## src/rtl/chess_pkg.sv

```systemverilog
// Shared chess encodings for the board evaluator: colour and piece codes, material weights,
// and the evaluator FSM state type.
package chess_pkg;

    localparam int BOARD_SQ   = 64;
    localparam int MAX_BOARDS = 256;

    localparam logic signed [7:0] WHITE = 8'sd1;
    localparam logic signed [7:0] BLACK = -8'sd1;
    localparam logic signed [7:0] EMPTY = 8'sd0;

    typedef enum logic [2:0] {
        PC_NONE   = 3'd0,
        PC_PAWN   = 3'd1,
        PC_KNIGHT = 3'd2,
        PC_BISHOP = 3'd3,
        PC_ROOK   = 3'd4,
        PC_QUEEN  = 3'd5,
        PC_KING   = 3'd6
    } piece_e;

    typedef enum logic [2:0] {
        ST_IDLE    = 3'd0,
        ST_RD_REQ  = 3'd1,
        ST_RD_WAIT = 3'd2,
        ST_CMP     = 3'd3,
        ST_DONE    = 3'd4
    } state_e;

    // Material weight of a piece magnitude; anything outside the known set is worth nothing.
    function automatic logic [3:0] piece_weight(input logic [7:0] mag);
        logic [3:0] w;
        case (mag)
            {5'd0, PC_PAWN}:   w = 4'd1;
            {5'd0, PC_KNIGHT}: w = 4'd3;
            {5'd0, PC_BISHOP}: w = 4'd3;
            {5'd0, PC_ROOK}:   w = 4'd5;
            {5'd0, PC_QUEEN}:  w = 4'd9;
            {5'd0, PC_KING}:   w = 4'd0;
            default:           w = 4'd0;
        endcase
        return w;
    endfunction

endpackage

```

## src/rtl/board_eval_piece_value.sv

```systemverilog
// Combinational signed piece code -> signed material value (positive for white pieces).
module piece_value
    import chess_pkg::*;
#(
    parameter int SCORE_W = 16
) (
    input  logic signed [7:0]         code,
    output logic signed [SCORE_W-1:0] value
);

    logic [7:0] mag_s;
    logic [3:0] weight_s;

    // Magnitude and weight; -128 folds to 0x80, which has no weight.
    always_comb begin
        if (code[7]) begin
            mag_s = 8'(-code);
        end else begin
            mag_s = 8'(code);
        end
        weight_s = piece_weight(mag_s);
        if (code[7]) begin
            value = -$signed({{(SCORE_W-4){1'b0}}, weight_s});
        end else begin
            value = $signed({{(SCORE_W-4){1'b0}}, weight_s});
        end
    end

endmodule

```

## src/rtl/board_eval.sv

```systemverilog
// Walks a contiguous array of 64-word boards in SDRAM, scores each one from the mover's side
// and keeps the best (lowest index on ties). CPU control over Avalon-MM slave.
module board_eval
    import chess_pkg::*;
#(
    parameter int MAX_BOARDS_P = MAX_BOARDS,
    parameter int SCORE_W      = 16
) (
    input  logic        clk,
    input  logic        rst_n,
    output logic        slave_waitrequest,
    input  logic [3:0]  slave_address,
    input  logic        slave_read,
    output logic [31:0] slave_readdata,
    input  logic        slave_write,
    input  logic [31:0] slave_writedata,
    input  logic        master_waitrequest,
    output logic [31:0] master_address,
    output logic        master_read,
    input  logic [31:0] master_readdata,
    input  logic        master_readdatavalid,
    output logic        master_write,
    output logic [31:0] master_writedata
);

    localparam logic signed [SCORE_W-1:0] SCORE_MIN = {1'b1, {(SCORE_W-1){1'b0}}};

    state_e                    state_q, state_d;
    logic [31:0]               src_q, src_d;
    logic [8:0]                n_q, n_d;
    logic                      colour_neg_q, colour_neg_d;
    logic [5:0]                s_q, s_d;
    logic [7:0]                b_q, b_d;
    logic signed [SCORE_W-1:0] acc_q, acc_d;
    logic [31:0]               best_idx_q, best_idx_d;
    logic signed [SCORE_W-1:0] best_score_q, best_score_d;
    logic [8:0]                n_done_q, n_done_d;
    logic                      slave_waitrequest_q, slave_waitrequest_d;
    logic [31:0]               slave_readdata_q, slave_readdata_d;
    logic                      master_read_q, master_read_d;
    logic [31:0]               master_address_q, master_address_d;

    logic                      start_s;
    logic                      arg_wr_s;
    logic                      rd_acc_s;
    logic                      last_s;
    logic signed [SCORE_W-1:0] value_s;
    logic signed [SCORE_W-1:0] score_s;
    logic                      unused_s;

    piece_value #(.SCORE_W(SCORE_W)) u_piece_value (
        .code  (master_readdata[7:0]),
        .value (value_s)
    );

    // Slave accesses only complete while not stalled, i.e. in IDLE or DONE.
    assign start_s  = slave_write & ~slave_waitrequest_q & (slave_address == 4'd0);
    assign arg_wr_s = slave_write & ~slave_waitrequest_q;
    assign rd_acc_s = slave_read & ~slave_waitrequest_q;
    assign last_s   = ({1'b0, b_q} == (n_q - 9'd1));
    assign score_s  = colour_neg_q ? -acc_q : acc_q;
    assign unused_s = ^master_readdata[31:8];

    assign slave_waitrequest = slave_waitrequest_q;
    assign slave_readdata    = slave_readdata_q;
    assign master_read       = master_read_q;
    assign master_address    = master_address_q;
    assign master_write      = 1'b0;
    assign master_writedata  = 32'd0;

    // State and datapath registers.
    always_ff @(posedge clk) begin
        if (!rst_n) begin
            state_q             <= ST_IDLE;
            src_q               <= 32'd0;
            n_q                 <= 9'd0;
            colour_neg_q        <= 1'b0;
            s_q                 <= 6'd0;
            b_q                 <= 8'd0;
            acc_q               <= '0;
            best_idx_q          <= 32'hFFFF_FFFF;
            best_score_q        <= SCORE_MIN;
            n_done_q            <= 9'd0;
            slave_waitrequest_q <= 1'b0;
            slave_readdata_q    <= 32'd0;
            master_read_q       <= 1'b0;
            master_address_q    <= 32'd0;
        end else begin
            state_q             <= state_d;
            src_q               <= src_d;
            n_q                 <= n_d;
            colour_neg_q        <= colour_neg_d;
            s_q                 <= s_d;
            b_q                 <= b_d;
            acc_q               <= acc_d;
            best_idx_q          <= best_idx_d;
            best_score_q        <= best_score_d;
            n_done_q            <= n_done_d;
            slave_waitrequest_q <= slave_waitrequest_d;
            slave_readdata_q    <= slave_readdata_d;
            master_read_q       <= master_read_d;
            master_address_q    <= master_address_d;
        end
    end

    // Next-state logic.
    always_comb begin
        state_d = state_q;
        case (state_q)
            ST_IDLE, ST_DONE: begin
                if (start_s) begin
                    state_d = (n_q == 9'd0) ? ST_DONE : ST_RD_REQ;
                end else begin
                    state_d = ST_IDLE;
                end
            end
            ST_RD_REQ: begin
                if (!master_waitrequest) begin
                    state_d = ST_RD_WAIT;
                end else begin
                    state_d = ST_RD_REQ;
                end
            end
            ST_RD_WAIT: begin
                if (master_readdatavalid) begin
                    state_d = (s_q == 6'd63) ? ST_CMP : ST_RD_REQ;
                end else begin
                    state_d = ST_RD_WAIT;
                end
            end
            ST_CMP:  state_d = last_s ? ST_DONE : ST_RD_REQ;
            default: state_d = ST_IDLE;
        endcase
    end

    // Argument capture, accumulation, best tracking and registered bus outputs.
    always_comb begin
        src_d        = src_q;
        n_d          = n_q;
        colour_neg_d = colour_neg_q;
        s_d          = s_q;
        b_d          = b_q;
        acc_d        = acc_q;
        best_idx_d   = best_idx_q;
        best_score_d = best_score_q;
        n_done_d     = n_done_q;

        if (arg_wr_s) begin
            case (slave_address)
                4'd1: src_d = slave_writedata;
                4'd2: n_d = (slave_writedata > 32'(MAX_BOARDS_P)) ? 9'(MAX_BOARDS_P)
                                                                   : slave_writedata[8:0];
                4'd3: colour_neg_d = slave_writedata[31];
                default: src_d = src_q;
            endcase
        end else begin
            src_d = src_q;
        end

        if (start_s) begin
            s_d          = 6'd0;
            b_d          = 8'd0;
            acc_d        = '0;
            best_idx_d   = 32'hFFFF_FFFF;
            best_score_d = SCORE_MIN;
            n_done_d     = 9'd0;
        end else begin
            case (state_q)
                ST_RD_WAIT: begin
                    if (master_readdatavalid) begin
                        acc_d = acc_q + value_s;
                        s_d   = s_q + 6'd1;
                    end else begin
                        acc_d = acc_q;
                    end
                end
                ST_CMP: begin
                    if (score_s > best_score_q) begin
                        best_idx_d   = {24'd0, b_q};
                        best_score_d = score_s;
                    end else begin
                        best_idx_d   = best_idx_q;
                    end
                    n_done_d = n_done_q + 9'd1;
                    acc_d    = '0;
                    s_d      = 6'd0;
                    if (!last_s) begin
                        b_d = b_q + 8'd1;
                    end else begin
                        b_d = b_q;
                    end
                end
                default: acc_d = acc_q;
            endcase
        end

        slave_waitrequest_d = (state_d == ST_RD_REQ) || (state_d == ST_RD_WAIT) ||
                              (state_d == ST_CMP);
        master_read_d = (state_d == ST_RD_REQ);
        if (master_read_d) begin
            master_address_d = src_q + {18'd0, b_d, s_d};
        end else begin
            master_address_d = master_address_q;
        end

        if (rd_acc_s) begin
            case (slave_address)
                4'd0:    slave_readdata_d = best_idx_q;
                4'd1:    slave_readdata_d = {{(32-SCORE_W){best_score_q[SCORE_W-1]}}, best_score_q};
                4'd2:    slave_readdata_d = {23'd0, n_done_q};
                4'd3:    slave_readdata_d = {31'd0, (state_q != ST_IDLE)};
                default: slave_readdata_d = 32'd0;
            endcase
        end else begin
            slave_readdata_d = slave_readdata_q;
        end
    end

endmodule

```

## config.mk

```make
export PLATFORM = sky130hd
export DESIGN_NAME = board_eval
export DESIGN_NICKNAME = d
export VERILOG_FILES = /design/src/rtl/chess_pkg.sv /design/src/rtl/board_eval_piece_value.sv /design/src/rtl/board_eval.sv
export SDC_FILE = /design/constraint.sdc
export NUM_CORES = 1
export LEC_CHECK = 0
export BUFFER_PORTS_ARGS = -buffer_cell sky130_fd_sc_hd__buf_2
export CORE_MARGIN = 1.5
export CORE_UTILIZATION = 55
export CTS_BUF_LIST = sky130_fd_sc_hd__clkbuf_4 sky130_fd_sc_hd__clkbuf_8 sky130_fd_sc_hd__clkbuf_16
export CTS_CLUSTER_SIZE = 28
export DETAILED_ROUTE_END_ITERATION = 10
export PLACE_DENSITY = 0.79
export SLEW_MARGIN = 20
export SYNTH_ARGS = -nofsm -noshare
export SYNTH_HDL_FRONTEND = slang
export SYNTH_HIERARCHICAL = 1
export SYNTH_SLANG_ARGS = --single-unit
```

## constraint.sdc

```tcl
create_clock -name clk -period 9.8 [get_ports clk]
set_input_delay 0.98 -clock clk [delete_from_list [all_inputs] [get_ports clk]]
set_output_delay 0.98 -clock clk [all_outputs]
set_load 0.05 [all_outputs]
```

==> results.py, run 1 <==
metrics = {
    "synthesis": {
        "synth_compound_area_share_pct": 19.31,
        "ys_ff_latch": 159,
        "ys_types": 79,
        "synth_fa_ha_area_share_pct": 6.846,
        "synth_warnings": 6,
        "async_flop_share_pct": 0,
        "synthMuxAreaShare_pct": 4.143,
        "avgSynthCellArea_um2": 7.899,
        "netlist_instances": 1254,
        "synth.area.top_cells": "dfxtp_1, a21oi_1, ha_1",
        "synth_top_area_share_pct": 32.13,
        "synthFlopType": "dfxtp_1",
        "synth-edff-count": 0,
        "syn-cell-area_um2": 9906,
        "synthXorXnorAreaFrac_pct": 6.366,
        "yosys.area_share.simple_pct": 21.86,
        "yosysSeqAreaShare_pct": 32.13,
        "synth.largest_area_cell": "dfxtp_1",
        "synth_top_family_by_area": "simple AND/OR/NAND/NOR gates",
    },
    "worst_setup_path": {
        "cp.arrival_ps": 6060,
        "start_kind": "flip-flop",
        "startpoint": "n_q[0]$_SDFFE_PN0P_",
        "path_class": "flip-flop to flip-flop",
        "endpoint": "master_address[24]$_SDFFE_PN0P_",
        "path_max_fanout": 8,
        "required_ps": 10100,
        "crit_path_end_kind": "flip-flop",
        "r2r_cells": 17,
        "reg2reg_slack_ps": 4040,
        "reg2reg_from": "n_q[0]$_SDFFE_PN0P_",
        "reg2reg_to": "master_address[24]$_SDFFE_PN0P_",
    },
    "timing": {
        "hold_viol_final": 0,
        "setup-tns-final_ps": 0,
        "setup_viol": 0,
        "fin_crit_ps": 5762,
        "fmax_ghz": 0.1735,
        "layout_setup_ws_ps": 4038,
        "finalMaxSlewViolations": 0,
        "fin_crit_sh_pct": 58.80,
        "slew_headroom_pct": 30.63,
        "clock_skew_ps": 9.764,
        "rsz0062_at_grt": "false",
        "tightest_slew_ps": 1031,
    },
    "global_routing": {
        "grt_pass1_vias": 8042,
        "grt_max_degree": 79,
        "antenna_found_initial": 0,
        "grt_pass1_wl_um": 37870,
        "overflow": 0,
        "grt_usage_pct": 25.03,
    },
    "drt": {
        "first_pass_iters": 5,
        "routed_wl_um": 23320,
        "viasPerCell": 5.766,
        "route.detailed.drc": 0,
        "ant_nets": 0,
        "num_vias": 8902,
        "first_iter_violations": 537,
        "wl_per_cell_um": 15.10,
    },
    "clock_network": {
        "clk_pin_slew_ps": 70,
        "cts_tree": "done",
        "cts_root_buf": "clkbuf_16",
        "clock_path_buffers": 2,
        "numClockSinks": 159,
        "worstSkewPairLatency_ps": 430,
        "cts_resized": 0,
        "h-tree-depth": 4,
        "post-cts-setup-buffers": 0,
        "ctsHoldBuffers": 0,
        "cts_buffers": 17,
    },
    "power": {
        "p_int_w": 0.001027,
        "p_seq_share_pct": 46.7,
        "p_leak_nw": 4.366,
        "peakVddDrop_mv": 0.1304,
        "clkPwrFrac_pct": 46.4,
        "p_comb_share_pct": 6.9,
        "power_density_nw_per_um2": 129.1,
        "p_sw_w": 0.0003664,
        "p_sw_share_pct": 26.30,
    },
    "floorplan": {
        "core_area_um2": 17480,
        "start_util_pct": 56.68,
        "io_pins": 173,
        "fp.dieW_um": 137.2,
        "fp.dieH_um": 137.2,
        "num_rows": 48,
        "die-area_um2": 18830,
    },
    "flow_run": {
        "maxCapViolCount": 0,
    },
    "layout": {
        "drive_above_1_share_pct": 13.87,
        "syn_to_final_growth_pct": 8.892,
        "final_area_um2": 10790,
        "diodes": 0,
        "fin_nets": 1433,
    },
    "place": {
        "placed_area_um2": 10200,
        "dp_hpwl_um": 16870,
        "preCtsSetupSlack_ps": 4205,
        "place_congestion": 0.8695,
        "io_buffers": 115,
    },
    "run_status": {
        "status": "completed",
    },
    "min_path": {
        "hold_class": "flip-flop to flip-flop",
    },
}
-- power groups by stage --
stage	logic, W	registers [W]	clock network [W]
2_1_floorplan	0.0000816	0.000666	0
5_1_grt	0.000104	0.000651	0.000680
3_5_place_dp	0.0000948	0.000665	0
3_3_place_gp	0.0000936	0.000665	0
4_1_cts	0.0000953	0.000651	0.000653
6_report	0.0000964	0.000651	0.000646
-- metal layers --
layer	vias to the layer above	track usage (%)	part of all wire (%)
met5	-	0	0
met1	4122	32.14	45
met2	305	42.29	47
met3	38	5.261	6.6
met4	0	7.368	2.1
li1	4437	-	-
-- layout by cell type, fill, tap and decap left out, types with 7 or more instances in the layout --
cell type  Yosys  final
a211oi_1      12     12
a21boi_0       9      9
a21o_1        14     14
a21oi_1      128    128
a22oi_1       22     22
and3_1         9      9
buf_2          2    115
buf_4         58      8
clkbuf_16      0     17
conb_1         1     33
dfxtp_1      159    159
ha_1          51     51
inv_1         42     42
mux2i_1       38     38
nand2_1      147    146
nand3_1       30     30
nand4_1       21     21
nor2_1       135    134
nor2b_1        8      8
nor3_1        30     29
nor4_1        20     20
o21a_1        12     12
o21ai_0       46     46
o31ai_1        7      7
or3_1         13     13
xnor2_1       50     50
xor2_1        22     22
-- worst max-delay path, stage by stage (launching register included) --
cell and delay, ps:
dfxtp_1 490, inv_1 80, ha_1 230, nor3b_1 210
or4_1 490, a211o_1 340, a2111oi_4 660, nand2b_1 490
mux2i_1 180, nor2_1 120, ha_1 220, a21oi_1 70
o21ai_0 470, nand2_1 200, a211oi_1 830, o21ai_0 260
xnor2_1 210, a21oi_1 90
-- per-stage QoR --
step	total power, W	util [%]	cells	hold slack, ps
3_5_place_dp	0.0007602	58.35	1512	455.4
5_1_grt	0.001435	61.72	1544	482.3
2_1_floorplan	0.0007479	-	1286	440.4
6_report	0.001393	61.72	1544	463.4
4_1_cts	0.001399	61.63	1544	465.1
3_3_place_gp	0.0007589	58.35	1512	446.4
-- area by class of cell --
type | instances | area [µm²]
Clock buffer | 17 | 425.4
Clock inverter | 15 | 147.6
Fill cell | 1537 | 6690
Inverter | 43 | 161.4
Multi-Input combinational cell | 962 | 5952
Sequential cell | 159 | 3183
Tap cell | 225 | 281.5
Timing Repair Buffer | 123 | 635.6
-- registers in the layout, summed over array words and instances, names as in the netlist --
name and flops:
acc_q 16, b_q 8, best_idx_q 9, best_score_q 16
colour_neg_q 1, master_address 32, master_read 1, n_done_q 9
n_q 9, s_q 6, slave_readdata 16, slave_waitrequest 1
src_q 32, state_q 3
-- cells in the mapped netlist (30+ instances only) --
library cell and number:
dfxtp_1 159, nand2_1 147, nor2_1 135, a21oi_1 128, buf_4 58, ha_1 51, xnor2_1 50, clkbuf_1 49
o21ai_0 46, inv_1 42, mux2i_1 38, nand3_1 30, nor3_1 30
-- worst min path at each step --
stage	from	to	slack, ps	cells after the start
after floorplan	best_idx_q[30]$_SDFFE_PP1P_	best_idx_q[30]$_SDFFE_PP1P_	440	2
after global placement	src_q[13]$_SDFFE_PN0P_	src_q[13]$_SDFFE_PN0P_	450	2
after detailed placement	best_idx_q[30]$_SDFFE_PP1P_	best_idx_q[30]$_SDFFE_PP1P_	460	2
after CTS	src_q[8]$_SDFFE_PN0P_	src_q[8]$_SDFFE_PN0P_	470	2
after global routing	src_q[8]$_SDFFE_PN0P_	src_q[8]$_SDFFE_PN0P_	480	2
final	src_q[11]$_SDFFE_PN0P_	src_q[11]$_SDFFE_PN0P_	460	2
-- cell families after synthesis --
group                    count (synthesis)
AO/OA/AOI/OAI                          304
buffers and inverters                  165
flip-flops                             159
AND/OR/NAND/NOR                        460
XOR/XNOR                                72
multiplexers                            40
adder cells (fa/ha/maj)                 53
other                                    1
(Power assumes the default switching activity.)
==> inputs of run 2 (changes only) <==
--- a/config.mk
+++ b/config.mk
@@ -5,13 +5,14 @@
 export SDC_FILE = /design/constraint.sdc
 export NUM_CORES = 1
 export LEC_CHECK = 0
+export ABC_AREA = 1
 export BUFFER_PORTS_ARGS = -buffer_cell sky130_fd_sc_hd__buf_2
 export CORE_MARGIN = 1.5
 export CORE_UTILIZATION = 55
 export CTS_BUF_LIST = sky130_fd_sc_hd__clkbuf_4 sky130_fd_sc_hd__clkbuf_8 sky130_fd_sc_hd__clkbuf_16
 export CTS_CLUSTER_SIZE = 28
 export DETAILED_ROUTE_END_ITERATION = 10
-export PLACE_DENSITY = 0.79
+export PLACE_DENSITY = 0.78
 export SLEW_MARGIN = 20
 export SYNTH_ARGS = -nofsm -noshare
 export SYNTH_HDL_FRONTEND = slang
==> constraint.sdc (replaced) <==
create_clock -name clk -period 5.4 [get_ports clk]
set_input_delay 0.54 -clock clk [delete_from_list [all_inputs] [get_ports clk]]
set_output_delay 0.54 -clock clk [all_outputs]
set_load 0.05 [all_outputs]
==> results.py, run 2 <==
metrics = {
    "layout": {
        "final_common_cell": "nand2_1",
        "fin_nets": 1767,
        "final_area_um2": 11440,
        "diodes": 0,
        "final_cell_mix": "nand2_1, nor2_1, dfxtp_1",
        "syn_to_final_growth_pct": 9.512,
        "drive_above_1_share_pct": 13.37,
    },
    "timing": {
        "clock_skew_ps": 13.34,
        "finalMaxSlewViolations": 0,
        "fin_crit_sh_pct": 80.54,
        "slew_headroom_pct": 34.03,
        "rsz0062_at_grt": "false",
        "fin_crit_ps": 4349,
        "setup-tns-final_ps": 0,
        "fmax_ghz": 0.2299,
        "setup_viol": 0,
        "tightest_slew_ps": 986.0,
        "hold_viol_final": 0,
    },
    "clock_network": {
        "worstSkewPairLatency_ps": 440,
        "h-tree-depth": 4,
        "cts_buffers": 17,
        "clock_path_buffers": 2,
        "cts_root_buf": "clkbuf_16",
        "cts_tree": "done",
        "post-cts-setup-buffers": 0,
        "numClockSinks": 159,
        "clk_pin_slew_ps": 70,
        "cts_resized": 0,
        "ctsHoldBuffers": 0,
    },
    "drt": {
        "ant_nets": 0,
        "wl_per_cell_um": 13.90,
        "route.detailed.drc": 0,
        "routed_wl_um": 26230,
        "first_pass_iters": 5,
        "first_iter_violations": 817,
        "viasPerCell": 5.443,
        "num_vias": 10270,
    },
    "global_routing": {
        "overflow": 0,
        "grt_pass1_wl_um": 42500,
        "grt_max_degree": 63,
        "grt_pass1_vias": 9059,
        "grt_usage_pct": 26.30,
        "antenna_found_initial": 0,
    },
    "run_status": {
        "status": "completed",
    },
    "synthesis": {
        "synth-edff-count": 0,
        "synth.area.top_cells": "dfxtp_1, nand2_1, a21oi_1",
        "yosysMostFrequentCell": "nand2_1",
        "async_flop_share_pct": 0,
        "synth.largest_area_cell": "dfxtp_1",
        "synth_top_area_share_pct": 30.47,
        "synthFlopType": "dfxtp_1",
        "synthTopCellsByCount": "nand2_1, dfxtp_1, nor2_1",
        "syn-cell-area_um2": 10450,
        "avgSynthCellArea_um2": 6.628,
        "synth_warnings": 6,
        "yosysSeqAreaShare_pct": 30.47,
        "ys_types": 50,
        "netlist_instances": 1576,
        "ys_ff_latch": 159,
    },
    "power": {
        "power_density_nw_per_um2": 235.0,
        "peakVddDrop_mv": 0.1767,
        "p_leak_nw": 5.448,
    },
    "worst_setup_path": {
        "required_ps": 5730,
        "reg2reg_to": "master_address[20]$_SDFFE_PN0P_",
        "path_max_fanout": 16,
        "endpoint": "master_address[20]$_SDFFE_PN0P_",
        "r2r_cells": 18,
        "reg2reg_slack_ps": 1050,
        "crit_path_end_kind": "flip-flop",
        "critPathBufInv": 3,
        "reg2reg_from": "state_q[2]$_SDFF_PN0_",
        "crit_slowest_cell": "o21ai_0",
        "path_depth": 18,
        "cpPeakStageDelay_ps": 590,
        "crit_family": "simple AND/OR/NAND/NOR gates",
        "path_class": "flip-flop to flip-flop",
        "start_kind": "flip-flop",
        "crit_path_cell_trace": "nor2_1 > inv_2 > nor2_1 > nand2_1 > inv_2 > nor2_1 > nor4_1 > inv_1 > fa_1 > nand3b_1 > nand2_1 > a21oi_1 > o21ai_0 > nand3_1 > nand2_1 > nand3_1 > nand2_1 > nor2_1",
        "cp.arrival_ps": 4680,
        "startpoint": "state_q[2]$_SDFF_PN0_",
    },
    "place": {
        "place_congestion": 0.9165,
        "placed_area_um2": 10830,
        "io_buffers": 115,
        "dp_hpwl_um": 19410,
    },
    "floorplan": {
        "die-area_um2": 19830,
        "start_util_pct": 56.03,
        "core_area_um2": 18640,
        "io_pins": 173,
        "fp.dieH_um": 140.8,
        "num_rows": 50,
        "fp.dieW_um": 140.8,
    },
    "min_path": {
        "hold_class": "input port to flip-flop",
    },
    "flow_run": {
        "maxCapViolCount": 0,
    },
}
## run 2: changes by cell type after synthesis, sizes merged, moves of 12 or more
cell	change
mux2i	-38
nand2	+254
a21o	-12
o21ai	+33
xnor2	-36
inv	+123
clkbuf	-21
a22oi	-22
nand3	+96
nor2	+34
or3	-16
a21oi	+31
## run 2: worst min-delay path by stage
stage	start	endpoint	slack [ps]	cells past startpoint
finish	slave_writedata[4]	n_q[4]$_SDFFE_PN0P_	370	3
global route	slave_writedata[4]	n_q[4]$_SDFFE_PN0P_	370	3
CTS	slave_writedata[4]	n_q[4]$_SDFFE_PN0P_	370	3
detailed placement	best_idx_q[30]$_SDFFE_PP1P_	best_idx_q[30]$_SDFFE_PP1P_	440	2
global placement	best_idx_q[30]$_SDFFE_PP1P_	best_idx_q[30]$_SDFFE_PP1P_	430	2
floorplan	best_idx_q[30]$_SDFFE_PP1P_	best_idx_q[30]$_SDFFE_PP1P_	420	2
## run 2: cells by family after synthesis
family / count (synthesis) / share of synthesized area, %
flops: 159 / 30.47
xor+xnor: 41 / 3.438
fa+ha+maj: 53 / 6.493
other cells: 1 / 0.03590
compound gates: 268 / 14.30
simple gates: 780 / 32.92
buf+inv: 274 / 12.34
## run 2: metrics by stage
stage	total power, W	hold slack, ps	utilization, %	instances	worst slack, ps
after CTS	0.002692	366.6	61.32	1887	1140
final	0.002688	373.5	61.36	1887	1051
after global routing	0.002767	373.4	61.36	1887	574.9
after detailed placement	0.001472	438.1	58.11	1855	1158
after floorplan	0.001434	419.1	-	1608	2079
after global placement	0.001468	429.4	58.06	1855	1165
## run 2: layout make-up
| cell class | instances | area (µm²) |
|---|---|---|
| Multi-Input combinational cell | 1175 | 6120 |
| Fill cell | 1739 | 7204 |
| Clock buffer | 17 | 425.4 |
| Tap cell | 234 | 292.8 |
| Clock inverter | 15 | 173.9 |
| Sequential cell | 159 | 3183 |
| Timing Repair Buffer | 121 | 620.6 |
| Inverter | 166 | 623.1 |
## run 2: layer usage
metal / routed length [µm] / GRT usage [%]
met5: 0 / 0
met4: 549 / 9.101
met3: 1647 / 4.959
met2: 11670 / 41.33
met1: 12370 / 36.20
## run 2: power breakdown
group / switching [W] / leakage (nW) / internal, W
logic: 0.000196 / 3.87 / 0.0000573
registers: 0.0000108 / 1.28 / 0.00118
clock network: 0.000544 / 0.293 / 0.000696
## run 2: worst reg2reg max path: stages, from the launching register on
cell      delay, ps
dfxtp_1         370
nor2_1          150
inv_2            60
nor2_1          210
nand2_1         380
inv_2           310
nor2_1           60
nor4_1          530
inv_1           180
fa_1            450
nand3b_1        200
nand2_1         140
a21oi_1         130
o21ai_0         590
nand3_1         150
nand2_1         110
nand3_1          70
nand2_1          90
nor2_1           50
